### config.mk
export PLATFORM = sky130hd
export DESIGN_NAME = ps2_rx
export DESIGN_NICKNAME = d
export VERILOG_FILES = /design/src/rtl/ps2_rx.sv
export SDC_FILE = /design/constraint.sdc
export NUM_CORES = 1
export LEC_CHECK = 0
export CORE_MARGIN = 3
export CORE_UTILIZATION = 35
export CTS_CLUSTER_SIZE = 28
export DETAILED_ROUTE_END_ITERATION = 10
export SYNTH_ARGS = -nofsm -noshare
export SYNTH_HDL_FRONTEND = slang
export SYNTH_SLANG_ARGS = --single-unit
export TNS_END_PERCENT = 30
### constraint.sdc
create_clock -name i_clk -period 2 [get_ports i_clk]
set_clock_uncertainty 0.05 [all_clocks]
set_input_delay 0.4 -clock i_clk [delete_from_list [all_inputs] [get_ports i_clk]]
set_output_delay 0.4 -clock i_clk [all_outputs]
set_load 0.01 [all_outputs]
### src/rtl/ps2_rx.sv
// PS/2 device-to-host receiver: pin conditioning, 11-bit frame deserialiser and show-ahead FIFO.
// Define PS2_TIMEOUT_EN to abort stalled frames after TIMEOUT_CYCLES idle clocks.
module ps2_rx #(
    parameter int unsigned FIFO_DEPTH     = 4,
    parameter int unsigned FILTER_LEN     = 4,
    parameter int unsigned TIMEOUT_CYCLES = 2500
) (
    input  logic                        i_clk,
    input  logic                        i_rst,
    input  logic                        i_ps2_clk,
    input  logic                        i_ps2_data,
    output logic [7:0]                  o_data_out,
    output logic                        o_valid,
    input  logic                        i_ready,
    output logic                        o_parity_err,
    output logic                        o_frame_err,
    output logic                        o_overflow,
    output logic [$clog2(FIFO_DEPTH):0] o_fifo_count
);
    localparam int unsigned PTR_W = $clog2(FIFO_DEPTH);
    localparam int unsigned CNT_W = PTR_W + 1;
    localparam int unsigned FLT_W = $clog2(FILTER_LEN + 1);
    localparam logic [FLT_W-1:0] FLT_LAST = FLT_W'(FILTER_LEN - 1);
    localparam logic [CNT_W-1:0] CNT_FULL = CNT_W'(FIFO_DEPTH);

    typedef enum logic [1:0] {StIdle, StData, StParity, StStop} state_e;

    logic [1:0]       r_clk_sync, r_data_sync;
    logic             r_clk_filt, r_clk_filt_q;
    logic [FLT_W-1:0] r_flt_cnt;
    logic             w_fall, w_data;

    always_ff @(posedge i_clk) begin
        if (i_rst) begin
            r_clk_sync   <= 2'b11;
            r_data_sync  <= 2'b11;
            r_clk_filt   <= 1'b1;
            r_clk_filt_q <= 1'b1;
            r_flt_cnt    <= '0;
        end else begin
            r_clk_sync   <= {r_clk_sync[0], i_ps2_clk};
            r_data_sync  <= {r_data_sync[0], i_ps2_data};
            r_clk_filt_q <= r_clk_filt;
            if (r_clk_sync[1] != r_clk_filt) begin
                if (r_flt_cnt == FLT_LAST) begin
                    r_clk_filt <= r_clk_sync[1];
                    r_flt_cnt  <= '0;
                end else begin
                    r_flt_cnt <= r_flt_cnt + 1'b1;
                end
            end else begin
                r_flt_cnt <= '0;
            end
        end
    end

    assign w_fall = r_clk_filt_q & ~r_clk_filt;
    assign w_data = r_data_sync[1];

    state_e     r_state;
    logic [2:0] r_bit_cnt;
    logic [7:0] r_shift, r_push_byte;
    logic       r_par, r_push, r_parity_err, r_frame_err;

`ifdef PS2_TIMEOUT_EN
    localparam int unsigned TO_W = $clog2(TIMEOUT_CYCLES + 1);
    localparam logic [TO_W-1:0] TO_LAST = TO_W'(TIMEOUT_CYCLES - 1);
    logic [TO_W-1:0] r_to_cnt;
`else
    logic w_unused_timeout;
    assign w_unused_timeout = ^TIMEOUT_CYCLES;
`endif

    always_ff @(posedge i_clk) begin
        if (i_rst) begin
            r_state      <= StIdle;
            r_bit_cnt    <= '0;
            r_shift      <= '0;
            r_par        <= 1'b0;
            r_push       <= 1'b0;
            r_push_byte  <= '0;
            r_parity_err <= 1'b0;
            r_frame_err  <= 1'b0;
`ifdef PS2_TIMEOUT_EN
            r_to_cnt     <= '0;
`endif
        end else begin
            r_push       <= 1'b0;
            r_parity_err <= 1'b0;
            r_frame_err  <= 1'b0;
            if (w_fall) begin
`ifdef PS2_TIMEOUT_EN
                r_to_cnt <= '0;
`endif
                unique case (r_state)
                    StIdle: begin
                        // A high "start" bit is a stray edge, not a frame.
                        if (!w_data) begin
                            r_state   <= StData;
                            r_bit_cnt <= '0;
                        end
                    end
                    StData: begin
                        r_shift   <= {w_data, r_shift[7:1]};
                        r_bit_cnt <= r_bit_cnt + 1'b1;
                        if (r_bit_cnt == 3'd7) r_state <= StParity;
                    end
                    StParity: begin
                        r_par   <= w_data;
                        r_state <= StStop;
                    end
                    StStop: begin
                        r_state <= StIdle;
                        if (!w_data) begin
                            r_frame_err <= 1'b1;
                        end else if (!(^{r_shift, r_par})) begin
                            r_parity_err <= 1'b1;
                        end else begin
                            r_push      <= 1'b1;
                            r_push_byte <= r_shift;
                        end
                    end
                    default: r_state <= StIdle;
                endcase
            end
`ifdef PS2_TIMEOUT_EN
            else if (r_state == StIdle) begin
                r_to_cnt <= '0;
            end else if (r_to_cnt == TO_LAST) begin
                r_state     <= StIdle;
                r_frame_err <= 1'b1;
                r_to_cnt    <= '0;
            end else begin
                r_to_cnt <= r_to_cnt + 1'b1;
            end
`endif
        end
    end

    logic [7:0]       r_mem [FIFO_DEPTH];
    logic [PTR_W-1:0] r_wr_ptr, r_rd_ptr, w_rd_next;
    logic [CNT_W-1:0] r_count, w_count_d;
    logic [7:0]       r_data_out, w_head_d;
    logic             r_valid, r_overflow;
    logic             w_pop, w_full, w_wr, w_ovf;

    always_comb begin
        w_pop     = r_valid & i_ready;
        w_full    = (r_count == CNT_FULL);
        w_wr      = r_push & (~w_full | w_pop);
        w_ovf     = r_push & w_full & ~w_pop;
        w_rd_next = w_pop ? r_rd_ptr + 1'b1 : r_rd_ptr;
        w_count_d = r_count;
        if (w_wr && !w_pop) w_count_d = r_count + 1'b1;
        else if (!w_wr && w_pop) w_count_d = r_count - 1'b1;
        // The new head bypasses storage when the FIFO is (or is about to be) empty.
        w_head_d = r_data_out;
        if (w_wr && (r_count == '0 || (w_pop && r_count == CNT_W'(1)))) w_head_d = r_push_byte;
        else if (w_count_d != '0) w_head_d = r_mem[w_rd_next];
    end

    always_ff @(posedge i_clk) begin
        if (w_wr) r_mem[r_wr_ptr] <= r_push_byte;
    end

    always_ff @(posedge i_clk) begin
        if (i_rst) begin
            r_wr_ptr   <= '0;
            r_rd_ptr   <= '0;
            r_count    <= '0;
            r_valid    <= 1'b0;
            r_data_out <= '0;
            r_overflow <= 1'b0;
        end else begin
            if (w_wr) r_wr_ptr <= r_wr_ptr + 1'b1;
            r_rd_ptr   <= w_rd_next;
            r_count    <= w_count_d;
            r_valid    <= (w_count_d != '0);
            r_data_out <= w_head_d;
            r_overflow <= w_ovf;
        end
    end

    assign o_data_out   = r_data_out;
    assign o_valid      = r_valid;
    assign o_fifo_count = r_count;
    assign o_parity_err = r_parity_err;
    assign o_frame_err  = r_frame_err;
    assign o_overflow   = r_overflow;
endmodule
Word level (Yosys, flattened, before mapping)
Memory sizes are Yosys's and may differ from the RTL's. Index checks and enable logic that the tools add are counted.

Output and inout bits: 15. Bits of input ports: 5. Word-level logic and storage cells: 86. Memory bits (writable): 32. Flip-flop bits (word level): 51. Memories kept: 1.

Reduce and logical (&&, ||, !) cells: 22. Bitwise gates (word level): 13. Multiplexer cells: 15. Add/subtract/negate cells: 6. Equality and inequality tests: 10.

Memory list: r_mem (words 4, bits a word 8, rd ports 1, clocked after Yosys merged registers in 0, write ports 1, RTL line 140) `logic [7:0] r_mem [FIFO_DEPTH];`.

Operators by type and width (number): $mux 8 (2); $add 3x1->3 const B (3); $mux 3 (3); $reduce_xor 9->1 (1); $pmux 2 s4 (1); $not 1->1 (7); $eq 3x3->1 const B (2); $mux 2 (3); $pmux 3 s2 (1); $reduce_and 2->1 (3); $reduce_and 3->1 (2); $reduce_or 3->1 (2); $and 1x1->1 (5); $mux 1 (5); $add 2x1->2 const B (2); $eq 2x2->1 const B (2); $logic_and 1x1->1 (4); $ne 2x2->1 const B (2); $reduce_and 4->1 (1); $reduce_bool 2->1 (2); $reduce_or 4->1 (1); $eq 3x1->1 const B (1); $eq 3x2->1 const B (1); $logic_not 3->1 (1); other kinds (8) (9).

Depth between registers and ports, before layout
Gate-level depths: netlist of run 1.

Depth in word-level cells: 11. Gate-level depth with buffers: 8. Depth with buffers taken out: 7.

Least setup slack after synthesis of run 1
No wires, ideal clock.

Path kind: reg-to-reg. Start: reg r_count[0] (netlist: o_fifo_count[0]). End: reg r_data_out[2] (netlist: o_data_out[2]). Buffers on the path: 1. Data required time: 1.862 ns. Data arrival time: 2.122 ns. Setup time: 0.088 ns. Clock period less this slack: 2.260 ns. Path slack: -0.260 ns. Cell stages (with the launch flop): 9. Cell sequence: dfxtp_1 -> inv_1 -> ha_1 -> a22oi_1 -> mux2i_1 -> a221oi_2 -> buf_6 -> a221o_1 -> a311oi_2.

Longest elaborated chain between the ends: 10. Elaborated cells on any way between the ends: 19. Those cells by class: 2 x add/sub; 2 x eq/ne; 3 x mux; 3 x bitwise; 9 x reduce/logical.

RTL lines: start: declaration (RTL line 142) `logic [CNT_W-1:0] r_count, w_count_d;`; start signal: assignment (RTL line 177) `r_count <= w_count_d;`; $eq 3x3->1 (RTL line 149) `w_full = (r_count == CNT_FULL);`; $not 1->1 (RTL line 150) `w_wr = r_push & (~w_full | w_pop);`; $or 1x1->1 (RTL line 150); $and 1x1->1 (RTL line 150); $logic_not 1->1 (RTL line 155) `else if (!w_wr && w_pop) w_count_d = r_count - 1'b1;`; $logic_and 1x1->1 (RTL line 155); $mux 3 (RTL line 155); $mux 3 (RTL line 154) `if (w_wr && !w_pop) w_count_d = r_count + 1'b1;`; $reduce_bool 3->1 (RTL line 159) `else if (w_count_d != '0) w_head_d = r_mem[w_rd_next];`; $reduce_bool 2->1 (no source line); end signal: assignment (RTL line 179) `r_data_out <= w_head_d;`; end: declaration (RTL line 143) `logic [7:0] r_data_out, w_head_d;`.

Parallel ways exist; a longest one is shown, timed or not. A chain may end at the register's enable or synchronous reset.

Final worst setup path of run 1
Start: reg r_count[0] (netlist: o_fifo_count[0]). End: reg r_data_out[0] (netlist: o_data_out[0]).

The elaborated chain is that of the path after synthesis.

==> qor.txt, run 1 <==
Status: complete, no violations
Core Region: 10500 µm²
Fraction of layout instances using a drive strength above 1: 17.8%
Num rows: 37
Cell Chain, Critical Path: inv_2, ha_2, a22oi_2, mux2i_1, a221oi_2, buf_4, a221o_1, a311oi_2
Netlist cell types: 44
Leak pwr: 1.68 nW
Final Non-Filler Cells: 529
Critical Setup Path Class: reg2reg
Synth Register Bits: 83
Layout Nets: 409
Cts bufs inserted: 9
Die height: 111 µm
Final slew viol count: 0
Clock-pin slew of the registers on the worst-case setup and hold paths: 0.09 ns
Async SR Flop Fraction: 0%
Crit-path max FO: 4
Avg WL per Cell: 13.6 µm
Largest net degree at the start of global routing: 27
Layout overhead on the synthesized area: 21.1%
Later-pin clock latency in the skew report: 0.34 ns
Most frequent cells in the layout: 48 x dfxtp_1, 32 x edfxtp_1, 26 x buf_4
Reg2reg start: o_fifo_count[0]$_SDFF_PP0_
Vias post-DR: 2666
Max-cap violation count: 0
Most common cell after layout, fill and taps aside: dfxtp_1
Post-synthesis sequential area ratio: 51.5%
Setup violators final: 0
Synth warnings: 0
Final wirelength: 7210 µm
Crit end category: flip-flop
IO Pins: 20
Hold EP: r_data_sync[1]$_SDFF_PP1_
EDFF count, synth: 32
Final Core Density: 44.4%
Final min period: 1.95 ns
Initial antenna violation count: 0
Vias in the first global route: 2676
Dpl hpwl: 5140 µm
Worst slew margin: 61.4%
Ant. Diodes: 0
Pwr/cell area: 984 nW/µm²
Die ar.: 12300 µm²
Worst reg2reg path endpoint: o_data_out[0]$_SDFFE_PP0P_
H-Tree Depth: 3
Routed Antenna Nets: 0
Worst EP required: 2.21 ns
Post-synthesis net count: 371
Number of port buffers: 19
Hold Fails Final Rpt: 0
Drt initial violations: 90
Slowest stage delay, CP: 0.36 ns
Worst-Margin Slew: 0.578 ns
CP Launch Type: flip-flop
RSZ-0062 raised after global routing: yes
First-pass GRT wire length: 12600 µm
DRC: 0
Worst hold path type: reg2reg
CP arrival: 2.16 ns
DRT Pass-1 Iters: 4
GPL Wtd Cong: 0.758
Clock root buffer: clkbuf_8
GRT Total Usage: 12.5%
Vias per inst: 5.04
Synthesized area per cell: 11.0 µm²
Fillers: 967
Worst vdd ir: 435 µV
Starting Density: 36.6%
Main synth FF type: dfxtp_1
Placed insts: 512
Hold path start: r_data_sync[0]$_SDFF_PP1_
Synth Instances: 350
CTS max path bufs: 2
Mapped Area: 3850 µm²
Pre-CTS setup slack: -0.411 ns
Post-route setup slack: 0.0489 ns
Slowest cell on crit path: dfxtp_4
Sink Count: 83
Worst reg-to-reg setup slack: 0.05 ns
Final TNS setup: 0 ns
DIE WIDTH: 111 µm
CTS tree: done
Reg2reg path depth: 8
Hold path cells: 1
Worst hold slack: 0.365 ns
Final Cycle Share: 97.6%
F_max: 513 MHz
Grt total ovfl: 0
==> worst max-delay path: cells and delay by family, from the launching register on <==
kind / cells / cell delay (ns)
AO/OA/AOI/OAI: 4 / 0.81
flip-flops: 1 / 0.36
multiplexers: 1 / 0.24
buffers and inverters: 2 / 0.21
adder cells (fa/ha/maj): 1 / 0.20
==> registers in the layout, indices dropped and copies added, names as in the netlist, 2 cells and up <==
register,count
o_fifo_count,3
r_shift,8
r_flt_cnt,3
r_wr_ptr,2
r_push_byte,8
r_data_sync,2
r_state,2
r_bit_cnt,3
r_mem,32
r_clk_sync,2
o_data_out,8
r_rd_ptr,2
==> power by group <==
part	switching, mW	internal, mW	total, mW
sequential	0.108	1.86	1.97
clock	0.602	0.650	1.25
combinational	0.640	0.727	1.37
==> logic make-up (layout without fill, tap and decap cells) <==
group	Yosys count	count (layout)	synth area share (%)
muxes	23	23	5.98
and+or+nand+nor	103	103	14.5
xor gates and xnor gates	13	13	3.31
buffers and inverters	40	83	4.71
AOI/OAI and AO/OA	72	72	14.8
DFF	83	83	51.5
adders and majority gates	16	16	5.20
==> per-stage QoR <==
| stage | instance area, µm² | power (mW) |
|---|---|---|
| 2_1_floorplan | 3870 | 2.87 |
| 3_3_place_gp | 4410 | 3.34 |
| 3_5_place_dp | 4410 | 3.36 |
| 4_1_cts | 4640 | 4.64 |
| 5_1_grt | 4660 | 4.88 |
| 6_report | 4660 | 4.59 |
==> cells in the mapped netlist (2+ instances only) <==
cell       instances  area [µm²]
edfxtp_1          32         961
a311o_1            6        60.1
buf_6              4        45.0
clkbuf_1          19        71.3
nand3b_1           3        22.5
a21boi_0           2        15.0
or2b_1             2        15.0
nor2_1            24        90.1
mux2i_1           23         230
or2_2              5        31.3
nand3_1           10        50.1
dfxtp_1           51        1020
a22oi_1            7        52.6
and2_1             4        25.0
a221o_1            4        40.0
xnor2_1           11        96.3
nor2b_1            6        37.5
a211oi_1           8        60.1
o21ai_0            6        30.0
ha_1              16         200
inv_1             16        60.1
a21oi_1           13        65.1
a311oi_2           3        45.0
nand4b_1           6        52.6
nand2_1           21        78.8
nand2b_1          13        81.3
o2bb2ai_1          6        52.6
a211o_1            2        17.5
o311ai_0           8        70.1
nor3_1             3        15.0
a32oi_1            3        26.3
==> how the worst max path moves through the flow <==
stage                                    start                    endpoint  slack, ns  cells past startpoint
floorplan           o_fifo_count[0]$_SDFF_PP0_  o_data_out[2]$_SDFFE_PP0P_      0.002                      8
global placement                       i_ready  o_data_out[6]$_SDFFE_PP0P_      -0.35                      7
detailed placement                     i_ready  o_data_out[7]$_SDFFE_PP0P_      -0.41                      7
CTS                 o_fifo_count[0]$_SDFF_PP0_  o_data_out[7]$_SDFFE_PP0P_      0.008                      7
global route        o_fifo_count[1]$_SDFF_PP0_  o_data_out[0]$_SDFFE_PP0P_      -0.06                      8
finish              o_fifo_count[0]$_SDFF_PP0_  o_data_out[0]$_SDFFE_PP0P_       0.05                      8
==> final cells by class <==
class / count / area [µm²] / share of cell area (%)
clock buffer: 12 / 188 / 4.02
multi-input combinational: 227 / 1710 / 36.7
sequential: 83 / 1990 / 42.7
timing repair buffer: 51 / 507 / 10.9
inverter: 16 / 62.6 / 1.34
clock inverter: 4 / 35.0 / 0.751
tap: 136 / 170 / 3.65
==> what timing repair did <==
item / CTS / global route
buffers inserted: 1 / 0
gates cloned: 0 / 0
hold buffers: 0 / 0
gates resized for setup: 2 / 6
setup endpoints to repair: 8 / 10
pin swaps: 2 / 5
==> layer usage <==
layer	vias up	GRT usage, %	share of wire, %
met5	-	0	0
met4	0	3.37	1.1
met3	8	4.09	3.7
met2	45	21.2	48
met1	1261	15.2	47
li1	1352	-	-
Power figures use the tool's default switching activity.
==> inputs of run 2 (changes only) <==
--- a/config.mk
+++ b/config.mk
@@ -9,6 +9,8 @@
 export CORE_UTILIZATION = 35
 export CTS_CLUSTER_SIZE = 28
 export DETAILED_ROUTE_END_ITERATION = 10
+export DONT_BUFFER_PORTS = 1
+export SLEW_MARGIN = 20
 export SYNTH_ARGS = -nofsm -noshare
 export SYNTH_HDL_FRONTEND = slang
 export SYNTH_SLANG_ARGS = --single-unit
==> run 2 against run 1 <==
Compared with the run above: the run now ends with negative setup slack left; clock power grew 8%; cell area shrank 6.1%; routed wire length grew 1.2%; sequential power grew 2%; count of clock-buffer cells in the layout shrank 3; global-route usage shrank 0.13 points; maximum frequency shrank 4.1%; via count shrank 4.4%; combinational power shrank 6%; flip-flop and latch count is the same; total power grew 1.6%; critical path depth shrank 1; largest power group unchanged.
==> qor.txt, run 2 (same netlist as run 1, synthesis figures left out) <==
Worst EP required: 2.19 ns
Crit end category: flip-flop
Worst-Margin Slew: 0.398 ns
Fraction of layout instances using a drive strength above 1: 18.0%
Later-pin clock latency in the skew report: 0.34 ns
Avg WL per Cell: 14.5 µm
Worst hold slack: 0.0649 ns
Failing checks: negative setup slack
Design Power: 4.66 mW
Clock root buffer: clkbuf_8
Gate power share: 27.8%
Sink Count: 83
CTS Hold Bufs: 0
Vias post-DR: 2548
Vias in the first global route: 2574
Cts bufs inserted: 9
DRT Pass-1 Iters: 4
Final wirelength: 7300 µm
Worst slew margin: 73.4%
IO Pins: 20
Most frequent cells in the layout: 49 x dfxtp_1, 32 x edfxtp_1, 24 x nor2_1
Most flops, register: r_mem
F_max: 492 MHz
Register share of total power: 43.2%
Crit-path max FO: 6
Final min period: 2.03 ns
Worst hold path type: in2reg
Most common cell after layout, fill and taps aside: dfxtp_1
Fin area: 4380 µm²
RSZ-0062 raised after global routing: yes
DIE WIDTH: 111 µm
Clk pwr share: 29.1%
Routed Antenna Nets: 0
Placement Cell Area: 4070 µm²
Slowest cell on crit path: dfxtp_4
Leak pwr: 1.54 nW
CP arrival: 2.22 ns
GPL Wtd Cong: 0.801
Largest net degree at the start of global routing: 52
Max-cap violation count: 0
Final TNS setup: -0.0699 ns
Starting Density: 36.6%
Core Region: 10500 µm²
Die ar.: 12300 µm²
Ant. Diodes: 0
Internal: 3.24 mW
CTS max path bufs: 2
Max FFs per register: 32
H-Tree Depth: 3
Final Cycle Share: 102%
Grt total ovfl: 0
Dpl hpwl: 4940 µm
Initial antenna violation count: 0
Setup violators final: 5
Pwr/cell area: 1070 nW/µm²
Layout overhead on the synthesized area: 13.6%
First-pass GRT wire length: 12500 µm
Clock-pin slew of the registers on the worst-case setup and hold paths: 0.10 ns
CP Launch Type: flip-flop
Status: finished with violations
Sw frac: 30.5%
Vias per inst: 5.08
WP buf/inv: 1
Drt initial violations: 118
GRT Total Usage: 12.4%
Post-route setup slack: -0.0346 ns
Cell Chain, Critical Path: ha_2, a21boi_2, a211o_1, a221oi_4, buf_6, mux2i_1, o2bb2ai_1
Worst vdd ir: 549 µV
CTS tree: done
Num rows: 37
Final slew viol count: 0
Critical Setup Path Class: reg2reg
Layout Nets: 382
Pre-CTS setup slack: -0.0493 ns
Number of port buffers: 0
Hold Fails Final Rpt: 0
Die height: 111 µm
CP delay by family, top: compound AO/OA/AOI/OAI gates
DRC: 0
Psw: 1.42 mW
Slowest stage delay, CP: 0.37 ns
## run 2: cell count changes in the layout (fill, tap and decap cells not counted), sizes merged
cell,delta
inv,+1
clkbuf,-3
buf,-8
clkinv,-1
dlygate4sd2,-1
clkdlybuf4s50,-17
bufinv,+2
clkinvlp,+1
dlymetal6s2s,-1
## run 2: metal layers
| layer | vias to the layer above | global-route usage, % | part of all wire, % |
|---|---|---|---|
| met5 | - | 0 | 0 |
| met4 | 0 | 4.52 | 1.1 |
| met3 | 7 | 2.67 | 3.2 |
| met2 | 38 | 20.5 | 49 |
| met1 | 1209 | 15.8 | 46 |
| li1 | 1294 | - | - |
## run 2: what timing repair did
action,4_1_cts,5_1_grt
gates cloned,1,0
endpoints found under the setup margin,8,19
setup buffers,3,0
resized for setup,13,2
pin swaps,10,1
## run 2: final timing paths
path	start	depth (start not counted)	to	slack, ns
worst max register to register	o_fifo_count[1]$_SDFF_PP0_	7	o_data_out[3]$_SDFFE_PP0P_	-0.03
worst max-delay path	o_fifo_count[1]$_SDFF_PP0_	7	o_data_out[3]$_SDFFE_PP0P_	-0.03
worst min register to register	r_clk_sync[0]$_SDFF_PP1_	1	r_clk_sync[1]$_SDFF_PP1_	0.36
worst min-delay path	i_rst	1	r_bit_cnt[0]$_SDFFE_PP0P_	0.06
## run 2: area by class of cell
type                            instances  area (µm²)
Fill cell                             993        6130
Timing Repair Buffer                   24         188
Tap cell                              136         170
Inverter                               16        62.6
Clock buffer                            9         124
Clock inverter                          7        98.8
Sequential cell                        83        1990
Multi-Input combinational cell        227        1740
## run 2: power by group through the flow
| stage | sequential, mW | clock, mW | combinational (mW) |
|---|---|---|---|
| after floorplan | 2.02 | 0 | 0.848 |
| after global placement | 2.05 | 0 | 1.06 |
| after detailed placement | 2.05 | 0 | 1.09 |
| after CTS | 2.02 | 1.39 | 1.30 |
| after global routing | 2.04 | 1.46 | 1.43 |
| final | 2.01 | 1.35 | 1.29 |
## run 2: stage by stage
stage / utilization, % / instances
floorplan: - / 350
global placement: 38.7 / 482
detailed placement: 38.7 / 482
CTS: 41.6 / 502
global route: 41.6 / 502
finish: 41.6 / 502
==> inputs of run 3 (changes only) <==
--- a/config.mk
+++ b/config.mk
@@ -5,6 +5,7 @@
 export SDC_FILE = /design/constraint.sdc
 export NUM_CORES = 1
 export LEC_CHECK = 0
+export CORE_ASPECT_RATIO = 1.4
 export CORE_MARGIN = 3
 export CORE_UTILIZATION = 35
 export CTS_CLUSTER_SIZE = 28
==> run 3 against run 2 <==
Compared with the run above: core utilization up 0.34 points; critical endpoint is now o_data_out[7]$_SDFFE_PP0P_; clock power increased by 8%; the flow still finishes with violations (negative setup slack); via count is 4.1% higher.
==> qor.txt, run 3 (same netlist as run 1, synthesis figures left out) <==
Cts bufs inserted: 9
H-Tree Depth: 3
CTS max path bufs: 2
Gate power share: 28.1%
Final wirelength: 7700 µm
Worst hold path type: in2reg
GPL Wtd Cong: 0.768
Vias per inst: 5.24
Max-cap violation count: 0
Critical Setup Path Class: reg2reg
Avg WL per Cell: 15.2 µm
Final slew viol count: 0
Num rows: 44
Clock root buffer: clkbuf_16
Most frequent cells in the layout: 48 x dfxtp_1, 32 x edfxtp_1, 24 x nor2_1
Post-route setup slack: -0.0615 ns
DRT Pass-1 Iters: 4
CP Launch Type: flip-flop
RSZ-0062 raised after global routing: yes
Ant. Diodes: 0
Fillers: 1036
Final Core Density: 42.0%
Pre-CTS setup slack: -0.0857 ns
Core Region: 10600 µm²
Die height: 130 µm
Internal: 3.40 mW
Sink Count: 83
Grt total ovfl: 0
Die ar.: 12300 µm²
CP arrival: 2.23 ns
Largest net degree at the start of global routing: 52
Drt initial violations: 76
Failing checks: negative setup slack
CTS tree: done
Final Cycle Share: 103%
Initial antenna violation count: 0
First-pass GRT wire length: 12700 µm
Later-pin clock latency in the skew report: 0.33 ns
CTS Hold Bufs: 0
IO Pins: 20
Clock-pin slew of the registers on the worst-case setup and hold paths: 0.06 ns
Layout overhead on the synthesized area: 15.2%
Final min period: 2.06 ns
Worst vdd ir: 430 µV
Psw: 1.46 mW
Leak pwr: 1.56 nW
Most flops, register: r_mem
Sw frac: 30.0%
Crit end category: flip-flop
Hold Fails Final Rpt: 0
GRT Total Usage: 13.4%
Layout Nets: 384
Max FFs per register: 32
Number of port buffers: 0
F_max: 485 MHz
Starting Density: 36.4%
Dpl hpwl: 5200 µm
Vias in the first global route: 2621
DRC: 0
Worst EP required: 2.17 ns
Most common cell after layout, fill and taps aside: dfxtp_1
DIE WIDTH: 94.7 µm
Crit-path max FO: 5
Setup violators final: 6
Pwr/cell area: 1100 nW/µm²
Register share of total power: 41.9%
Worst slew margin: 68.9%
Routed Antenna Nets: 0
Worst-Margin Slew: 0.467 ns
Fraction of layout instances using a drive strength above 1: 17.9%
Vias post-DR: 2652
Clk pwr share: 30.0%
Status: finished with violations
==> run 3: cell types whose count changed in the layout (fill, tap and decap cells not counted), moves of 2 or more <==
cell,delta
clkbuf_8,-9
clkinv_1,+2
and2_2,-2
bufinv_16,-2
clkbuf_16,+9
inv_6,-3
and2_1,+2
==> run 3: through the flow <==
stage	power [mW]	setup TNS, ns	hold slack [ns]	cells	instance area, µm²
final	4.86	-0.127	0.0801	506	4440
after global routing	5.09	-0.644	0.0691	506	4440
after CTS	4.78	-0.0832	0.0648	504	4390
after detailed placement	3.17	-0.368	0.346	486	4080
after global placement	3.13	-0.00872	0.345	486	4080
after floorplan	2.87	0	0.339	350	3870
==> run 3: worst max-delay path, stage by stage, from the launching register on <==
cell       delay [ns]
dfxtp_4          0.36
inv_4            0.04
ha_2             0.16
and4b_4          0.17
a211o_1          0.27
a221oi_4         0.34
buf_6            0.17
buf_4            0.11
mux2i_1          0.19
o2bb2ai_1        0.07
==> run 3: final timing paths <==
| path | startpoint | end | slack [ns] | cells past startpoint |
|---|---|---|---|---|
| setup / recovery | o_fifo_count[0]$_SDFF_PP0_ | o_data_out[7]$_SDFFE_PP0P_ | -0.06 | 9 |
| hold / removal | i_rst | r_state[1]$_SDFFE_PP0P_ | 0.08 | 1 |
| setup reg to reg | o_fifo_count[0]$_SDFF_PP0_ | o_data_out[7]$_SDFFE_PP0P_ | -0.06 | 9 |
| hold reg to reg | r_clk_sync[0]$_SDFF_PP1_ | r_clk_sync[1]$_SDFF_PP1_ | 0.36 | 1 |
==> run 3: cell type report <==
type / count / area [µm²] / area share, %
sequential: 83 / 1990 / 44.9
clock buffer: 10 / 229 / 5.16
inverter: 16 / 65.1 / 1.47
multi-input combinational: 227 / 1740 / 39.2
clock inverter: 6 / 32.5 / 0.733
tap: 138 / 173 / 3.89
timing repair buffer: 26 / 206 / 4.65
==> run 3: repair_timing <==
item | 4_1_cts | 5_1_grt
gates resized for setup | 10 | 7
pin swaps | 6 | 10
cloned | 1 | 0
endpoints found under the setup margin | 8 | 8
buffers inserted | 1 | 2
==> run 3: routing by layer <==
layer	track usage (%)	vias up	part of all wire, %
met2	24.1	36	54
li1	-	1299	-
met4	6.88	0	1.8
met1	14.7	1309	40
met5	0	-	0
met3	2.88	8	3.2
==> run 3: power by group through the flow <==
stage               sequential [mW]  combinational [mW]  clock (mW)
floorplan                      2.02               0.848           0
global placement               2.06                1.07           0
detailed placement             2.06                1.11           0
CTS                            2.03                1.25        1.50
global route                   2.06                1.48        1.56
finish                         2.04                1.37        1.46
